$ cat config.mk
export PLATFORM = sky130hd
export DESIGN_NAME = bit_index_emitter
export DESIGN_NICKNAME = d
export VERILOG_FILES = /design/src/rtl/bit_index_emitter_pkg.sv /design/src/rtl/bit_index_emitter_pos.sv /design/src/rtl/bit_index_emitter.sv
export SDC_FILE = /design/constraint.sdc
export NUM_CORES = 1
export LEC_CHECK = 0
export ABC_AREA = 0
export BUFFER_PORTS_ARGS = -buffer_cell sky130_fd_sc_hd__clkbuf_2
export CAP_MARGIN = 40
export CORE_ASPECT_RATIO = 0.6
export CORE_UTILIZATION = 25
export DETAILED_ROUTE_END_ITERATION = 8
export GPL_TIMING_DRIVEN = 0
export HOLD_SLACK_MARGIN = 0.06
export SYNTH_ARGS = -nofsm -noshare
export SYNTH_HDL_FRONTEND = slang
export SYNTH_HIERARCHICAL = 1
export SYNTH_SLANG_ARGS = --single-unit
$ cat constraint.sdc
create_clock -name clk -period 2.7 [get_ports clk]
set_input_delay 0.135 -clock clk [delete_from_list [all_inputs] [get_ports clk]]
set_output_delay 0.135 -clock clk [all_outputs]
set_load 0.05 [all_outputs]
$ cat src/rtl/bit_index_emitter_pkg.sv
// Shared constants for the bit index emitter.
//   - FSM state encodings (IDLE / SCAN / DONE)
//   - default word, index and count widths
package bit_index_emitter_pkg;

  localparam int DEF_WIDTH = 32;
  localparam int DEF_IDX_W = 5;
  localparam int DEF_CNT_W = 6;

  typedef enum logic [1:0] {
    S_IDLE = 2'd0,
    S_SCAN = 2'd1,
    S_DONE = 2'd2
  } state_e;

endpackage

$ cat src/rtl/bit_index_emitter_pos.sv
// bit_pos_finder: combinational priority encoder over a word.
//   vec_i        : word to search
//   idx_o        : position of the lowest set bit (highest when
//                  BIT_INDEX_EMITTER_MSB_FIRST_EN is defined); 0 for an all-zero word
//   single_bit_o : word has exactly one bit set
module bit_pos_finder
  import bit_index_emitter_pkg::*;
#(
  parameter int WIDTH = DEF_WIDTH,
  parameter int IDX_W = DEF_IDX_W
) (
  input  logic [WIDTH-1:0] vec_i,
  output logic [IDX_W-1:0] idx_o,
  output logic             single_bit_o
);

  // Later loop iterations overwrite earlier ones, so the scan direction
  // decides which set bit wins.
  always_comb begin
    idx_o = '0;
`ifdef BIT_INDEX_EMITTER_MSB_FIRST_EN
    for (int i = 0; i < WIDTH; i++) begin
      if (vec_i[i]) idx_o = IDX_W'(i);
    end
`else
    for (int i = WIDTH - 1; i >= 0; i--) begin
      if (vec_i[i]) idx_o = IDX_W'(i);
    end
`endif
  end

  // Clearing the lowest set bit leaves zero only when one bit was set.
  assign single_bit_o = (vec_i != '0) && ((vec_i & (vec_i - WIDTH'(1))) == '0);

endmodule

$ cat src/rtl/bit_index_emitter.sv
// bit_index_emitter: expands a word into the positions of its set bits,
// one index per valid/ready handshake, then pulses done.
// Optional macro BIT_INDEX_EMITTER_MSB_FIRST_EN emits highest position first.
// Ports:
//   clk, reset   : clock, synchronous active-high reset
//   start, din   : launch a job with din (accepted only when idle)
//   busy         : job in progress (SCAN or DONE)
//   out_valid/out_ready/out_idx/out_last : index stream handshake
//   done         : one-cycle pulse ending each job
//   count        : indices transferred in the current or last job
module bit_index_emitter
  import bit_index_emitter_pkg::*;
#(
  parameter int WIDTH = DEF_WIDTH,
  parameter int IDX_W = DEF_IDX_W,
  parameter int CNT_W = DEF_CNT_W
) (
  input  logic             clk,
  input  logic             reset,
  input  logic             start,
  input  logic [WIDTH-1:0] din,
  output logic             busy,
  output logic             out_valid,
  input  logic             out_ready,
  output logic [IDX_W-1:0] out_idx,
  output logic             out_last,
  output logic             done,
  output logic [CNT_W-1:0] count
);

  state_e           state_q, state_d;
  logic [WIDTH-1:0] shadow_q, shadow_d;
  logic [CNT_W-1:0] count_q, count_d;

  logic [IDX_W-1:0] pos;
  logic             single;
  logic             xfer;

  bit_pos_finder #(
    .WIDTH (WIDTH),
    .IDX_W (IDX_W)
  ) u_pos (
    .vec_i        (shadow_q),
    .idx_o        (pos),
    .single_bit_o (single)
  );

  assign xfer = out_valid && out_ready;

  // State register
  always_ff @(posedge clk) begin
    if (reset) begin
      state_q  <= S_IDLE;
      shadow_q <= '0;
      count_q  <= '0;
    end else begin
      state_q  <= state_d;
      shadow_q <= shadow_d;
      count_q  <= count_d;
    end
  end

  // Next-state logic
  always_comb begin
    state_d  = state_q;
    shadow_d = shadow_q;
    count_d  = count_q;
    unique case (state_q)
      S_IDLE: begin
        if (start) begin
          shadow_d = din;
          count_d  = '0;
          state_d  = S_SCAN;
        end
      end
      S_SCAN: begin
        if (shadow_q == '0) begin
          state_d = S_DONE;
        end else if (xfer) begin
          // Clearing the bit just emitted works for either scan direction.
          shadow_d = shadow_q & ~(WIDTH'(1) << pos);
          count_d  = count_q + CNT_W'(1);
          if (single) state_d = S_DONE;
        end
      end
      S_DONE: begin
        state_d = S_IDLE;
      end
      default: begin
        state_d = S_IDLE;
      end
    endcase
  end

  // Output logic
  always_comb begin
    busy      = (state_q != S_IDLE);
    out_valid = (state_q == S_SCAN) && (shadow_q != '0);
    out_idx   = out_valid ? pos : '0;
    out_last  = out_valid && single;
    done      = (state_q == S_DONE);
    count     = count_q;
  end

endmodule

-- Word level (Yosys, flattened, before mapping)
Index checks and enable logic that the tools add are counted.
- flip-flop bits (word level): 40
- input port bits: 36
- output and inout bits: 15
- logic and storage cells: 74
- shift operators: 1
- $add $sub $neg: 2
- eq/ne operators: 7
- reductions and logical operators: 12
- mux-type cells: 46
- bitwise logic cells: 3
- operators by type and width (operator ; count):
    two-way mux 5 bit ; 33
    two-way mux 32 bit ; 3
    AND 32 bit ; 2
    logical NOT 32 bit ; 2
    case mux 32 bit (2 select lines) ; 1
    inverter 32 bit ; 1
    nonzero test 32 bit ; 1
    << shifter 1 x 5 -> 32 bit (first input constant) ; 1
    subtractor 32 x 1 -> 32 bit (second input constant) ; 1
    two-way mux 6 bit ; 3
    case mux 6 bit (2 select lines) ; 1
    two-way mux 2 bit ; 4
    adder 6 x 1 -> 6 bit (second input constant) ; 1
    inequality test 2 bit (second input constant) ; 3
    inequality test 3 bit (second input constant) ; 2
    logical AND 1 bit ; 4
    case mux 2 bit (2 select lines) ; 1
    AND reduction 4 bit ; 1
    nonzero test 2 bit ; 2
    AND reduction 3 bit ; 1
    equality test 2 x 1 -> 1 bit (second input constant) ; 1
    equality test 2 bit (second input constant) ; 1
    logical NOT 2 bit ; 1

-- Longest topological paths before layout
- word-level depth: 38
- mapped depth: 12
- gate-level depth less buffers: 11

-- Modules after synthesis
The synthesis kept the hierarchy.
- modules (own cells, without submodules) (module ; seq. area each (µm²) ; area an instance (µm²) ; cells an instance ; times used):
    bit_index_emitter ; 800.8 ; 2070.7 ; 248 ; 1
    bit_pos_finder ; 0.0 ; 739.5 ; 115 ; 1

-- Worst setup path before layout
No wires, ideal clock.
- path type: register to output
- start point: reg shadow_q[19]
- end point: out out_last
- cell stages (with the launch flop): 8
- required time: 2565 ps
- path buffers: 0
- arrival time: 2506 ps
- setup slack: 59 ps
- path through: dfxtp_1 or4_4 or3_1 or3_1 a222oi_1 nand2_1 nor3_2 and2_1
- cells in the longest elaborated chain, start to end: 5
- elaborated cells on any way between the ends: 7
- classes of those cells: add/sub (1); bitwise (1); reduce/logical (5)
- RTL lines (item ; line ; text):
    start: declaration ; bit_index_emitter.sv:32 ; logic [WIDTH-1:0] shadow_q, shadow_d;
    start signal: assignment ; bit_index_emitter.sv:58 ; shadow_q <= shadow_d;
    subtractor 32 x 1 -> 32 bit ; bit_index_emitter_pos.sv:33 ; assign single_bit_o = (vec_i != '0) && ((vec_i & (vec_i - WIDTH'(1))) == '0);
    AND 32 bit ; bit_index_emitter_pos.sv:33 ;
    logical NOT 32 bit ; bit_index_emitter_pos.sv:33 ;
    logical AND 1 bit * ; bit_index_emitter_pos.sv:33 ;
    net single ; bit_index_emitter.sv:36 ; logic single;
    logical AND 1 bit * ; bit_index_emitter.sv:100 ; out_last = out_valid && single;
    end: declaration ; bit_index_emitter.sv:26 ; output logic out_last,
Mark *: on every way through the listed nets, which the timed path passes. The rest lies on a longest branch.

-- Worst setup path in the final report
- start point: reg shadow_q[3]
- end point: out out_last
Same word-level chain as after synthesis.

==> metrics <==
setup TNS=-493.6 ps; failing checks=setup timing; die span in y=84.13 um; First DRT Iteration DRCs=387; cell taking the most area after synthesis=dfxtp_1; hold crit path type=in -> reg; routability cong.=0.9145; Initial DRT Pass Iterations=6; crit-path max FO=8; sequential fraction of the synthesis area=between 20% and 30%; most frequent cell after synthesis=dfxtp_1; detailed placement HPWL=between 7 and 8 mm; clock latency on the worst-skew pair=around 280 ps; Filler Cell Count=approximately 1100; synth top area cells=dfxtp_1, a32oi_1, o2bb2ai_1, nor2_1, nand2_1; Final Critical Period=a little over 3000 ps; residual DRC count=0; post-synth top area share=~28%; Via Count=about 3500; vias in the first global route=just over 3000; Initial Util=between 20% and 30%; Layout Utilization=roughly a third; max-cap violation count=0; Max Slew Vio Count=0; largest net degree at the start of global routing=13; CTS tree=done; Setup Crit Path Kind=reg -> out; total CTS buffers=5; Core ar.=approximately 11000 sq um; unrepaired setup endpoints after global routing=true; Final Worst Setup Slack=-353.4 ps; #FFs+latches synth=40; vias per cell=5.959; Post-synth top cells=dfxtp_1, nor2_1, nand2_1; Ports=51; # diodes=0; post-DR wirelength/cell=~19 um; period utilization=113.1%; total power=around 2.4 mW; Crit. End Element=primary output; Max Freq=0.3275 GHz; CTS HTree Levels=2; CTS Buffer Depth=2; full die area=about 12000 sq um; Worst-path clk slew=60 ps; relative slew slack=61.23%; syn_nets=400; Required @ worst endpoint=about 2600 ps; root buffer cell=clkbuf_16; syn_area_per_cell=between 7 and 8 sq um; Post-Syn Area=~2800 sq um; status=complete, but fails checks; peak supply drop=about 280 uV; synth unique cells=between 50 and 60; Startpoint Class=flip-flop; final hold vios=0; Die W=~140 um; Warnings, synthesis=6; Max Clock Skew=between 5 and 6 ps; Cell Pwr Density=629.2 nW/um^2; antenna viol nets, final=0; Post-Syn Instances=roughly 360; CP arrival=around 2900 ps; fraction of layout cells with a size suffix above 1=a little under a third; Least-Margin Pin Slew=between 500 and 600 ps; antenna violations before repair=0; # rows=29; CTS Sinks=40; I/O Buffers=49; async set-reset flop share out of synthesis=0%; final setup vio count=4; first-pass GRT wire length=16.25 mm; Layout Nets=approximately 480; Pleak=~1.3 nW; gr ovfl total=0; EDFF count, synth=0; area delta synth->final=33.70%; Total Routing Usage GR=between 10% and 20%; ys flop type=dfxtp_1; final wirelength=about 11 mm
-- placed cells by master, fill, tap and decap left out, types with 7 or more instances in the layout --
cell | netlist | layout
a211oi_1 | 13 | 13
nand2_1 | 31 | 31
clkbuf_1 | 16 | 12
buf_4 | 1 | 23
clkbuf_2 | 0 | 48
o22ai_1 | 7 | 7
a21oi_1 | 14 | 12
and2_1 | 9 | 9
a32oi_1 | 20 | 20
dfxtp_1 | 40 | 24
o2bb2ai_1 | 19 | 19
o21ai_0 | 18 | 17
dfxtp_2 | 0 | 12
nand3_1 | 16 | 16
nor3_1 | 13 | 11
inv_1 | 9 | 9
nor4_1 | 15 | 13
nor2_1 | 34 | 30
-- through the flow --
step	cell area, sq um	setup slack (ps)	instances	hold slack, ps
after floorplan	2810	58.82	363	317.8
after global placement	3229	-358.1	551	416.3
after detailed placement	3229	-457.2	551	421.6
after CTS	3553	-376.8	562	135.6
after global routing	3757	-407.6	580	147.0
final	3757	-353.4	580	142.2
-- path summary, 6_finish.rpt --
| check | slack, ps | from | to | cells past startpoint |
|---|---|---|---|---|
| setup / recovery | -350 | shadow_q[3]$_SDFFE_PP0P_ | out_last | 8 |
| hold / removal | 140 | din[27] | shadow_q[27]$_SDFFE_PP0P_ | 3 |
| setup reg to reg | -100 | shadow_q[18]$_SDFFE_PP0P_ | shadow_q[7]$_SDFFE_PP0P_ | 9 |
| hold reg to reg | 510 | count[5]$_SDFFE_PP0P_ | count[5]$_SDFFE_PP0P_ | 2 |
-- what timing repair did --
| item | 4_1_cts | 5_1_grt |
|---|---|---|
| hold buffers | 0 | 0 |
| setup buffers | 3 | 18 |
| pin swaps | 3 | 5 |
| gates resized for setup | 34 | 27 |
| endpoints found under the setup margin | 39 | 39 |
-- per-layer routing --
metal / part of all wire, % / track usage [%] / routed length (um) / vias to the layer above
met5: 0 / 0 / 0 / -
met4: 1.2 / 4.444 / 131 / 0
met3: 10 / 4.016 / 1121 / 12
met2: 40 / 24.70 / 4419 / 224
met1: 48 / 26.93 / 5319 / 1630
li1: - / - / - / 1590
-- worst max-delay path, stage by stage, from the launching register on --
cell,delay [ps]
dfxtp_2,380
or4_1,620
o31ai_1,280
a21oi_1,110
a2111oi_1,350
nand4_1,240
nor3_4,310
and2_1,180
clkbuf_8,180
-- area by class of cell --
type                    instances  area [sq um]  area share [%]
clock buffers                   7         152.6           4.063
clock inverters                 1         30.03          0.7992
repair buffers                 70         411.6           10.96
plain buffers                  26         148.9           3.963
flip-flops and latches         40         830.8           22.11
well taps                     139         173.9           4.629
multi-input cells             288          1976           52.58
inverters                       9         33.78          0.8991
-- state kept, by name, indices dropped and copies added, names as in the netlist --
register / cells
count: 6
shadow_q: 32
state_q: 2
-- kinds of logic after synthesis --
group	share of synthesized area [%]
buffers and inverters	5.565
AO/OA/AOI/OAI	32.55
adder cells (fa/ha/maj)	1.558
AND/OR/NAND/NOR	31.83
flip-flops	28.50
-- power by group --
group / internal, mW / switching (mW)
logic: 0.370 / 0.498
registers: 0.641 / 0.127
clock network: 0.487 / 0.241
(Power assumes the default switching activity.)
